### config.mk
export PLATFORM = sky130hd
export DESIGN_NAME = bios_loader
export DESIGN_NICKNAME = d
export VERILOG_FILES = /design/src/rtl/bios_loader.sv
export SDC_FILE = /design/constraint.sdc
export NUM_CORES = 1
export LEC_CHECK = 0
export CELL_PAD_IN_SITES_DETAIL_PLACEMENT = 1
export CELL_PAD_IN_SITES_GLOBAL_PLACEMENT = 1
export CORE_UTILIZATION = 34
export DETAILED_ROUTE_END_ITERATION = 12
export PLACE_DENSITY = 0.86
export RECOVER_POWER = 25
export SETUP_SLACK_MARGIN = 0.1
export SYNTH_ARGS = -nofsm -noshare
export SYNTH_HDL_FRONTEND = slang
export SYNTH_SLANG_ARGS = --single-unit
export TNS_END_PERCENT = 100
### constraint.sdc
create_clock -name clk -period 2.2 [get_ports clk]
set_input_delay 0.33 -clock clk [delete_from_list [all_inputs] [get_ports clk]]
set_output_delay 0.33 -clock clk [all_outputs]
set_load 0.02 [all_outputs]
### src/rtl/bios_loader.sv
// bios_loader: UART-fed boot monitor for the RV32I SoC.
//
// Sits between a byte-stream host link and the RAM read/write ports. The host
// sends opcodes (NOP, BOOT, RST, SETADDR, WRITE, READ) plus little-endian
// operands. The block answers every command with one response byte (0xA5 ACK,
// 0xEE for an unknown opcode). Once BOOT has been acknowledged it goes silent
// and reports o_booted.
//
// Ports:
//   clk, rst_n        clock, asynchronous active-low reset
//   clk_en            FSM advances only when high; everything holds when low
//   o_rst             CPU reset pulse (RST_CYCLES enabled cycles long)
//   o_booted          sticky "BOOT executed" flag
//   o_read_req        one-cycle RAM read strobe, o_read_addr = current addr
//   i_read_data       RAM data, valid READ_LATENCY cycles after o_read_req
//   o_write_enable    one-cycle RAM write strobe with o_byte_enable all ones
//   o_write_addr/data current addr and the assembled write word
//   i_data/i_valid    host byte in,  o_in_ready accepts it
//   o_data/o_valid    response byte out, i_out_ready accepts it
//
// Handshakes: a byte moves on any cycle where valid, ready and clk_en are all
// high. o_data/o_valid are registered; once o_valid is up, o_data is held until
// it is taken, and the next byte may follow on the very next cycle.
module bios_loader #(
   parameter int ADDR_WIDTH   = 32,
   parameter int DATA_WIDTH   = 32,
   parameter int READ_LATENCY = 1,
   parameter int RST_CYCLES   = 16
) (
   input  logic                    clk,
   input  logic                    rst_n,
   input  logic                    clk_en,
   output logic                    o_rst,
   output logic                    o_booted,
   output logic                    o_read_req,
   output logic [ADDR_WIDTH-1:0]   o_read_addr,
   input  logic [DATA_WIDTH-1:0]   i_read_data,
   output logic                    o_write_enable,
   output logic [DATA_WIDTH/8-1:0] o_byte_enable,
   output logic [ADDR_WIDTH-1:0]   o_write_addr,
   output logic [DATA_WIDTH-1:0]   o_write_data,
   input  logic [7:0]              i_data,
   input  logic                    i_valid,
   output logic                    o_in_ready,
   output logic [7:0]              o_data,
   output logic                    o_valid,
   input  logic                    i_out_ready
);

   localparam int DATA_BYTES = DATA_WIDTH / 8;
   localparam int ADDR_BYTES = ADDR_WIDTH / 8;
   localparam int RCW        = $clog2(RST_CYCLES + 1);

   localparam logic [3:0] S_IDLE     = 4'd0;
   localparam logic [3:0] S_ADDR     = 4'd1;
   localparam logic [3:0] S_COUNT    = 4'd2;
   localparam logic [3:0] S_WDATA    = 4'd3;
   localparam logic [3:0] S_WSTROBE  = 4'd4;
   localparam logic [3:0] S_RREQ     = 4'd5;
   localparam logic [3:0] S_RWAIT    = 4'd6;
   localparam logic [3:0] S_RSEND    = 4'd7;
   localparam logic [3:0] S_RSTPULSE = 4'd8;
   localparam logic [3:0] S_ACK      = 4'd9;
   localparam logic [3:0] S_ERR      = 4'd10;
   localparam logic [3:0] S_BOOTED   = 4'd11;

   localparam logic [7:0] ACK_BYTE = 8'hA5;
   localparam logic [7:0] ERR_BYTE = 8'hEE;

   logic [3:0]            state_q, state_d;
   logic [ADDR_WIDTH-1:0] addr_q, addr_d;
   logic [8:0]            count_q, count_d;     // words left; 256 fits
   logic [7:0]            idx_q, idx_d;         // byte index inside a field/word
   logic [DATA_WIDTH-1:0] word_q, word_d;       // write assembly / read shift-out
   logic [2:0]            lat_q, lat_d;
   logic [RCW-1:0]        rcnt_q, rcnt_d;
   logic                  rst_q, rst_d;
   logic                  booted_q, booted_d;
   logic                  valid_q, valid_d;
   logic [7:0]            data_q, data_d;
   logic                  is_read_q, is_read_d;
   logic                  boot_pend_q, boot_pend_d; // ACK being sent belongs to BOOT

   always_comb begin
      state_d     = state_q;
      addr_d      = addr_q;
      count_d     = count_q;
      idx_d       = idx_q;
      word_d      = word_q;
      lat_d       = lat_q;
      rcnt_d      = rcnt_q;
      rst_d       = rst_q;
      booted_d    = booted_q;
      valid_d     = valid_q;
      data_d      = data_q;
      is_read_d   = is_read_q;
      boot_pend_d = boot_pend_q;
      if (clk_en) begin
         case (state_q)
            S_IDLE: if (i_valid) begin
               case (i_data)
                  8'h00: begin state_d = S_ACK; valid_d = 1'b1; data_d = ACK_BYTE; end
                  8'h01: begin
                     state_d = S_ACK; valid_d = 1'b1; data_d = ACK_BYTE; boot_pend_d = 1'b1;
                  end
                  8'h02: begin state_d = S_RSTPULSE; rst_d = 1'b1; rcnt_d = '0; end
                  8'h03: begin state_d = S_ADDR; idx_d = '0; end
                  8'h04: begin state_d = S_COUNT; is_read_d = 1'b0; end
                  8'h05: begin state_d = S_COUNT; is_read_d = 1'b1; end
                  default: begin state_d = S_ERR; valid_d = 1'b1; data_d = ERR_BYTE; end
               endcase
            end
            S_ADDR: if (i_valid) begin
               // Little-endian: each new byte enters at the top and slides down.
               addr_d = ADDR_WIDTH'({i_data, addr_q} >> 8);
               if (idx_q == 8'(ADDR_BYTES - 1)) begin
                  state_d = S_ACK; valid_d = 1'b1; data_d = ACK_BYTE;
               end else begin
                  idx_d = idx_q + 8'd1;
               end
            end
            S_COUNT: if (i_valid) begin
               count_d = (i_data == 8'd0) ? 9'd256 : {1'b0, i_data};
               idx_d   = '0;
               state_d = is_read_q ? S_RREQ : S_WDATA;
            end
            S_WDATA: if (i_valid) begin
               word_d = DATA_WIDTH'({i_data, word_q} >> 8);
               if (idx_q == 8'(DATA_BYTES - 1)) state_d = S_WSTROBE;
               else                              idx_d   = idx_q + 8'd1;
            end
            S_WSTROBE: begin
               addr_d  = addr_q + ADDR_WIDTH'(DATA_BYTES);
               count_d = count_q - 9'd1;
               idx_d   = '0;
               if (count_q == 9'd1) begin
                  state_d = S_ACK; valid_d = 1'b1; data_d = ACK_BYTE;
               end else begin
                  state_d = S_WDATA;
               end
            end
            S_RREQ: begin
               state_d = S_RWAIT;
               lat_d   = '0;
            end
            S_RWAIT: begin
               if (lat_q == 3'(READ_LATENCY - 1)) begin
                  word_d  = i_read_data;
                  data_d  = i_read_data[7:0];
                  valid_d = 1'b1;
                  idx_d   = '0;
                  state_d = S_RSEND;
               end else begin
                  lat_d = lat_q + 3'd1;
               end
            end
            S_RSEND: if (valid_q && i_out_ready) begin
               if (idx_q == 8'(DATA_BYTES - 1)) begin
                  addr_d  = addr_q + ADDR_WIDTH'(DATA_BYTES);
                  count_d = count_q - 9'd1;
                  if (count_q == 9'd1) begin
                     state_d = S_ACK; data_d = ACK_BYTE;   // o_valid stays up
                  end else begin
                     state_d = S_RREQ; valid_d = 1'b0;
                  end
               end else begin
                  word_d = word_q >> 8;
                  data_d = word_d[7:0];
                  idx_d  = idx_q + 8'd1;
               end
            end
            S_RSTPULSE: begin
               if (rcnt_q == RCW'(RST_CYCLES - 1)) begin
                  rst_d = 1'b0; state_d = S_ACK; valid_d = 1'b1; data_d = ACK_BYTE;
               end else begin
                  rcnt_d = rcnt_q + RCW'(1);
               end
            end
            S_ACK, S_ERR: if (valid_q && i_out_ready) begin
               valid_d     = 1'b0;
               state_d     = boot_pend_q ? S_BOOTED : S_IDLE;
               booted_d    = boot_pend_q;
               boot_pend_d = 1'b0;
            end
            S_BOOTED: begin
               state_d = S_BOOTED;
            end
            default: state_d = S_IDLE;
         endcase
      end
   end

   always_ff @(posedge clk or negedge rst_n) begin
      if (!rst_n) begin
         state_q     <= S_IDLE;
         addr_q      <= '0;
         count_q     <= '0;
         idx_q       <= '0;
         word_q      <= '0;
         lat_q       <= '0;
         rcnt_q      <= '0;
         rst_q       <= 1'b0;
         booted_q    <= 1'b0;
         valid_q     <= 1'b0;
         data_q      <= '0;
         is_read_q   <= 1'b0;
         boot_pend_q <= 1'b0;
      end else begin
         state_q     <= state_d;
         addr_q      <= addr_d;
         count_q     <= count_d;
         idx_q       <= idx_d;
         word_q      <= word_d;
         lat_q       <= lat_d;
         rcnt_q      <= rcnt_d;
         rst_q       <= rst_d;
         booted_q    <= booted_d;
         valid_q     <= valid_d;
         data_q      <= data_d;
         is_read_q   <= is_read_d;
         boot_pend_q <= boot_pend_d;
      end
   end

   // Strobes are qualified by clk_en so a frozen FSM never repeats a RAM access.
   assign o_write_enable = (state_q == S_WSTROBE) && clk_en;
   assign o_read_req     = (state_q == S_RREQ) && clk_en;
   assign o_byte_enable  = {DATA_BYTES{o_write_enable}};
   assign o_write_addr   = addr_q;
   assign o_read_addr    = addr_q;
   assign o_write_data   = word_q;
   assign o_in_ready     = (state_q == S_IDLE) || (state_q == S_ADDR) ||
                           (state_q == S_COUNT) || (state_q == S_WDATA);
   assign o_data         = data_q;
   assign o_valid        = valid_q;
   assign o_rst          = rst_q;
   assign o_booted       = booted_q;

endmodule

==> results of run 1 <==
==> layout make-up <==
cell class	instances	area [um2]
Tap cell	260	325
Inverter	17	63.8
Sequential cell	106	2660
Clock inverter	7	83.8
Fill cell	2118	9160
Clock buffer	9	225
Timing Repair Buffer	273	2600
Multi-Input combinational cell	547	3710
==> worst max path at each step <==
stage	endpoint	depth (start not counted)	startpoint	slack [ns]
floorplan	o_read_addr[26]$_DFFE_PN0P_	7	o_read_addr[3]$_DFFE_PN0P_	0.11
global placement	idx_q[6]$_DFFE_PN0P_	8	i_data[4]	-0.14
detailed placement	idx_q[6]$_DFFE_PN0P_	8	i_data[4]	-0.20
CTS	o_byte_enable[3]	5	state_q[1]$_DFFE_PN0P_	0.003
global route	o_write_data[7]$_DFFE_PN0P_	9	idx_q[1]$_DFFE_PN0P_	-0.001
finish	o_write_data[7]$_DFFE_PN0P_	9	idx_q[1]$_DFFE_PN0P_	0.06
==> synthesized netlist by cell type, types with 11 or more instances <==
master and number:
inv_1 17, nand2_1 75, nand3_1 24, buf_2 12
a31oi_1 11, buf_4 37, o21ai_0 73, o22a_1 11
clkbuf_1 29, dfrtp_1 106, and3_1 14, nor3_1 14
nor2_1 73, a21oi_1 56, mux2i_1 26
==> through the flow <==
step           instances   TNS, ns  utilization [%]  power (mW)  cell area (um2)
6_report            1219         0             51.3        13.5             9670
3_3_place_gp        1177    -0.963             46.6        10.7             8780
4_1_cts             1202         0             49.1        12.9             9240
5_1_grt             1219  -0.00115             51.3        14.3             9670
3_5_place_dp        1177     -2.61             46.6        10.9             8780
2_1_floorplan        753         0                -        7.62             6590
==> where the power goes <==
| part | internal, mW | switching (mW) |
|---|---|---|
| clock network | 0.907 | 0.828 |
| registers | 2.73 | 0.880 |
| logic | 3.81 | 4.36 |
| total | 7.45 | 6.07 |
==> kinds of logic after synthesis <==
logic type,count (synthesis),synth area share [%]
muxes,32,4.99
AOI/OAI and AO/OA,245,24.8
xor gates and xnor gates,5,0.667
buffers and inverters,100,8.28
adders and majority gates,8,1.52
DFF,106,40.4
and+or+nand+nor,257,19.4
==> sequential cells by signal, indices dropped and copies added (netlist names) <==
| signal | flops |
|---|---|
| idx_q | 8 |
| count_q | 9 |
| boot_pend_q | 1 |
| is_read_q | 1 |
| o_data | 8 |
| o_read_addr | 32 |
| lat_q | 3 |
| state_q | 4 |
| rcnt_q | 5 |
| o_valid | 1 |
| o_booted | 1 |
| o_write_data | 32 |
| o_rst | 1 |
==> per-layer routing <==
layer / share of wire [%] / GRT usage (%)
met5: 0 / 0
met4: 2.7 / 8.70
met3: 4.8 / 2.85
met2: 51 / 42.3
met1: 42 / 29.6
==> critical path: stages (launching register included) <==
cell and delay [ns]:
dfrtp_1 0.43, ha_4 0.19, nor3b_4 0.14, nand2_1 0.09, buf_6 0.13, nand2_2 0.06, a2111o_1 0.50, buf_6 0.18
clkbuf_16 0.17, o21ai_1 0.17
==> timing repair <==
action / CTS / global route
cloned: 1 / 4
setup endpoints to repair: 68 / 85
pin swaps: 4 / 21
hold endpoints to repair: 19 / 0
gates resized for setup: 52 / 85
setup buffers: 7 / 13
hold buffers: 1 / 0
==> summary.md, run 1 <==
| Metric | Value |
|---|---|
| Status | `finished clean` |
| Core ar. | `18800 um2` |
| Vias in the first global route | `6988` |
| Port buffer count | `158` |
| Max Cap Violations | `0` |
| 1st-iter DRT viols | `387` |
| Peak supply drop | `0.793 mV` |
| Gpl congestion | `0.861` |
| Final wirelength | `25.3 mm` |
| Initial core utilization | `34.9%` |
| Ant diodes | `0` |
| Area delta synth->final | `47.1%` |
| Post-synth EDFFs | `0` |
| R2R Path Start | `idx_q[1]$_DFFE_PN0P_` |
| DRC Markers | `0` |
| Final Critical Period | `2.14 ns` |
| Total GRT Usage | `23.8%` |
| Drt pass-1 iters | `4` |
| WHS Path Cells | `1` |
| Yosys top cell by area | `dfrtp_1` |
| Ys Warns | `0` |
| Ratio of total power to cell area | `1400 nW/um2` |
| Setup ws final | `0.0613 ns` |
| H-tree Lvls | `3` |
| Final HPWL DP | `16.5 mm` |
| Vias | `6894` |
| HP Class | `reg2reg` |
| CTS tree | `yes` |
| Critical R2R Capture | `o_write_data[7]$_DFFE_PN0P_` |
| I/O pins | `159` |
| Post-synthesis instance total | `753` |
| Register area share after synthesis | `40.4%` |
| Worst EP required | `2.49 ns` |
| Clk_skew | `0.00756 ns` |
| Max-slew violations | `0` |
| Fin. Hold Viols | `0` |
| Leak pwr | `3.99 nW` |
| Min-Delay Endpoint | `rcnt_q[4]$_DFFE_PN0P_` |
| DR vias/cell | `5.66` |
| Die H | `141 um` |
| Average wire per standard cell | `20.8 um` |
| Hold WS | `0.494 ns` |
| RSZ-0062 raised after global routing | `yes` |
| Crit path launch type | `flop` |
| Share of layout cells above drive strength 1 | `23.4%` |
| Most common cell after layout, fill and taps aside | `clkdlybuf4s50_1` |
| Main synth FF type | `dfrtp_1` |
| Mapped cell area | `6570 um2` |
| Endpoint class of the critical path | `flop` |
| Fin nets | `1007` |
| Tightest Pin Transition | `1.39 ns` |
| # clock sinks | `106` |
| Pre-CTS setup slack | `-0.197 ns` |
| Clk slew on worst S/H paths | `0.08 ns` |
| GRT overflow | `0` |
| Endpoints failing setup | `0` |
| Chip width | `141 um` |
| Initial antenna violation count | `0` |
| Yosys reg bits | `106` |
| Global-route wire length before repair | `37.3 mm` |
| Area contributors post-synth | `dfrtp_1 40%, o21ai_0 5.6%, nand2_1 4.3%` |
| Crit path max fanout | `8` |
| Arr. time, crit path | `2.43 ns` |
| Die Area | `19900 um2` |
| Number of buffers created by CTS | `9` |
| Longest Clk Path Bufs | `2` |
| Skew-Pair Late Insertion Delay | `0.37 ns` |
| Hold wc startpoint | `rcnt_q[4]$_DFFE_PN0P_` |
| CP Class | `reg2reg` |
| Mean post-synth cell area | `8.73 um2` |
| DRT antenna net count | `0` |
| CTS Root Cell | `clkbuf_16` |
| Num rows | `50` |
| Worst R2R Setup Slack | `0.06 ns` |
| Yosys cell types | `78` |
| Share of the synthesized area in the top cell type | `40.4%` |
| F_max | `468 MHz` |
| Cell count of the worst reg-to-reg path | `9` |
| FFs w/ async S/R, synth | `100%` |
| Rel. slew slack | `7.54%` |
| Final Cycle Share | `97.2%` |
| Syn_nets | `806` |
| Commonest cells after routing, fill and taps aside | `150 x clkdlybuf4s50_1, 100 x dfrtp_1, 99 x buf_4` |
| Pin count of the biggest net entering global routing | `47` |
Power figures use the tool's default switching activity.
==> run 2, diff against run 1 <==
Settings changed: GPL_TIMING_DRIVEN set to 0, SLEW_MARGIN set to 20.
==> run 2 against run 1 <==
  * Critical path type is now in2reg
  * Highest routed layer unchanged
  * Register-to-register slack lost 0.03 ns
  * Sequential share of layout area shrank 0.87 points
  * Global-route usage grew 1.6 points
  * Cell area grew 3.3%
==> summary.md, run 2 (synthesized netlist as in run 1, its figures left out) <==
| Metric | Value |
|---|---|
| Worst R2R Setup Slack | `0.03 ns (-0.03 ns)` |
| Max-slew violations | `0 (unchanged)` |
| Area delta synth->final | `52.0%` |
| Clk slew on worst S/H paths | `0.09 ns (about the same)` |
| Skew-Pair Late Insertion Delay | `0.38 ns (about the same)` |
| Endpoint class of the critical path | `flop` |
| Fin. Hold Viols | `0 (unchanged)` |
| Most common cell after layout, fill and taps aside | `clkdlybuf4s50_1` |
| Fin nets | `1034 (+2.7%)` |
| Chip width | `141 um (unchanged)` |
| # clock sinks | `106 (unchanged)` |
| GRT overflow | `0 (unchanged)` |
| Commonest cells after routing, fill and taps aside | `147 x clkdlybuf4s50_1, 100 x dfrtp_1, 87 x buf_4` |
| DR vias/cell | `5.77 (+2.0%)` |
| Ratio of total power to cell area | `1410 nW/um2 (+0.65%)` |
| Port buffer count | `156 (-1.3%)` |
| Share of layout cells above drive strength 1 | `26.9% (+3.5 points)` |
| DRC Markers | `0 (unchanged)` |
| Clk_skew | `0.0149 ns (+0.00731 ns)` |
| F_max | `460 MHz (-1.7%)` |
| Initial antenna violation count | `0 (unchanged)` |
| Worst Setup SP | `i_valid` |
| CTS Root Cell | `clkbuf_16` |
| Cell count of the worst reg-to-reg path | `11 (+2)` |
| Num rows | `50 (unchanged)` |
| Leak pwr | `4.13 nW (+3.6%)` |
| Final wirelength | `27.1 mm (+7.0%)` |
| Rel. slew slack | `42.4% (+35 points)` |
| Die H | `141 um (unchanged)` |
| R2R Path Start | `state_q[2]$_DFFE_PN0P_` |
| Post-Route Setup TNS | `0 ns (unchanged)` |
| Final HPWL DP | `17.2 mm (+3.7%)` |
| Crit path max fanout | `8 (unchanged)` |
| RSZ-0062 raised after global routing | `yes` |
| Worst EP required | `2.45 ns (-0.04 ns)` |
| Critical R2R Capture | `o_read_addr[27]$_DFFE_PN0P_` |
| 1st-iter DRT viols | `507 (+31%)` |
| Core ar. | `18800 um2 (unchanged)` |
| Longest Clk Path Bufs | `2 (unchanged)` |
| Ant diodes | `0 (unchanged)` |
| Tot Pwr | `14.1 mW (+3.9%)` |
| DRT antenna net count | `0 (unchanged)` |
| Min-Delay Endpoint | `count_q[5]$_DFFE_PN0P_` |
| Final Cycle Share | `98.9% (+1.7 points)` |
| I/O pins | `159 (unchanged)` |
| Met1 wire length | `11.0 mm (+3.1%)` |
| H-tree Lvls | `3 (unchanged)` |
| Met2 routed WL | `13.7 mm (+7.2%)` |
| Pin count of the biggest net entering global routing | `76 (+62%)` |
| Tightest Pin Transition | `0.864 ns (-0.522 ns)` |
| Global-route wire length before repair | `39.5 mm (+6.0%)` |
| Arr. time, crit path | `2.43 ns (about the same)` |
| Endpoints failing setup | `0 (unchanged)` |
| Top Layer Used | `met4` |
| Vias | `7189 (+4.3%)` |
| Total GRT Usage | `25.4% (+1.6 points)` |
| WHS Path Cells | `3 (+2)` |
| Hold wc startpoint | `i_data[5]` |
| Crit path launch type | `input pin` |
| HP Class | `in2reg` |
| Vias in the first global route | `7243 (+3.6%)` |
| Number of buffers created by CTS | `9 (unchanged)` |
| CTS tree | `yes` |
| CP Class | `in2reg` |
| Status | `finished clean` |
| Gpl congestion | `0.875 (+1.5%)` |
| Drt pass-1 iters | `5 (+1)` |
| Initial core utilization | `34.9% (unchanged)` |
| Peak supply drop | `0.769 mV (-2.9%)` |
| Max Cap Violations | `0 (unchanged)` |
| Met3 Wirelength | `1.76 mm (+45%)` |
| Die Area | `19900 um2 (unchanged)` |
| Final Critical Period | `2.18 ns (+0.0375 ns)` |
| Average wire per standard cell | `21.7 um (+4.6%)` |
==> run 2: changes by cell type in the layout (fill, tap and decap cells not counted), moves of 5 or more <==
cell	change
a21oi_1	-7
a21oi_2	+5
buf_2	+5
buf_4	-12
buf_6	+23
clkbuf_2	+10
clkbuf_4	+6
nand2_1	+7
nor2_1	-8
nor2_4	+5
o21ai_0	+6
o21ai_2	-5
==> run 2: worst max path at each step <==
stage / end / cells after the start / slack, ns
finish: o_data[0]$_DFFE_PN0P_ / 7 / 0.02
global route: o_data[0]$_DFFE_PN0P_ / 7 / -0.09
CTS: o_data[6]$_DFFE_PN0P_ / 8 / 0.04
detailed placement: o_byte_enable[1] / 7 / -0.63
global placement: o_read_addr[15]$_DFFE_PN0P_ / 1 / -3.96
floorplan: o_read_addr[26]$_DFFE_PN0P_ / 7 / 0.11
==> run 2: repair_timing <==
action,4_1_cts,5_1_grt
setup buffers,31,27
endpoints found under the hold margin,31,0
cloned,0,1
pin swaps,16,26
hold buffers,1,0
setup endpoints to repair,108,98
resized for setup,119,151
==> run 2: routing by layer <==
layer | up-vias | GRT usage (%)
met4 | 0 | 9.78
met2 | 329 | 43.4
met3 | 54 | 4.04
li1 | 3176 | -
met1 | 3630 | 32.3
met5 | - | 0
==> run 2: worst max-delay path: stages <==
cell and delay [ns]:
clkdlybuf4s50_1 0.74, nor4bb_1 0.33, a21bo_2 0.22, and4_4 0.26, nand4b_4 0.12, nand2b_4 0.19
a22o_1 0.22
==> run 2: per-stage QoR <==
stage	instances	hold slack [ns]	area, um2	utilization [%]	setup slack (ns)
floorplan	753	0.0344	6590	-	0.112
global placement	1169	0.461	8480	45.0	-3.96
detailed placement	1170	0.243	8510	45.2	-0.631
CTS	1218	0.423	9380	49.8	0.0431
global route	1246	0.504	9980	53.0	-0.0870
finish	1246	0.455	9980	53.0	0.0238
==> run 2: final cells by class <==
| type | instances | area (um2) |
|---|---|---|
| repair buffers | 217 | 2100 |
| flip-flops and latches | 106 | 2660 |
| clock inverters | 7 | 71.3 |
| clock buffers | 9 | 225 |
| multi-input cells | 547 | 3880 |
| well taps | 260 | 325 |
| plain buffers | 83 | 651 |
| fillers | 2144 | 8850 |
| inverters | 17 | 67.6 |
==> run 2: where the power goes <==
group / switching [mW] / internal (mW)
Combinational: 4.46 / 4.11
Clock: 0.872 / 0.802
Sequential: 1.08 / 2.73
Total: 6.41 / 7.64
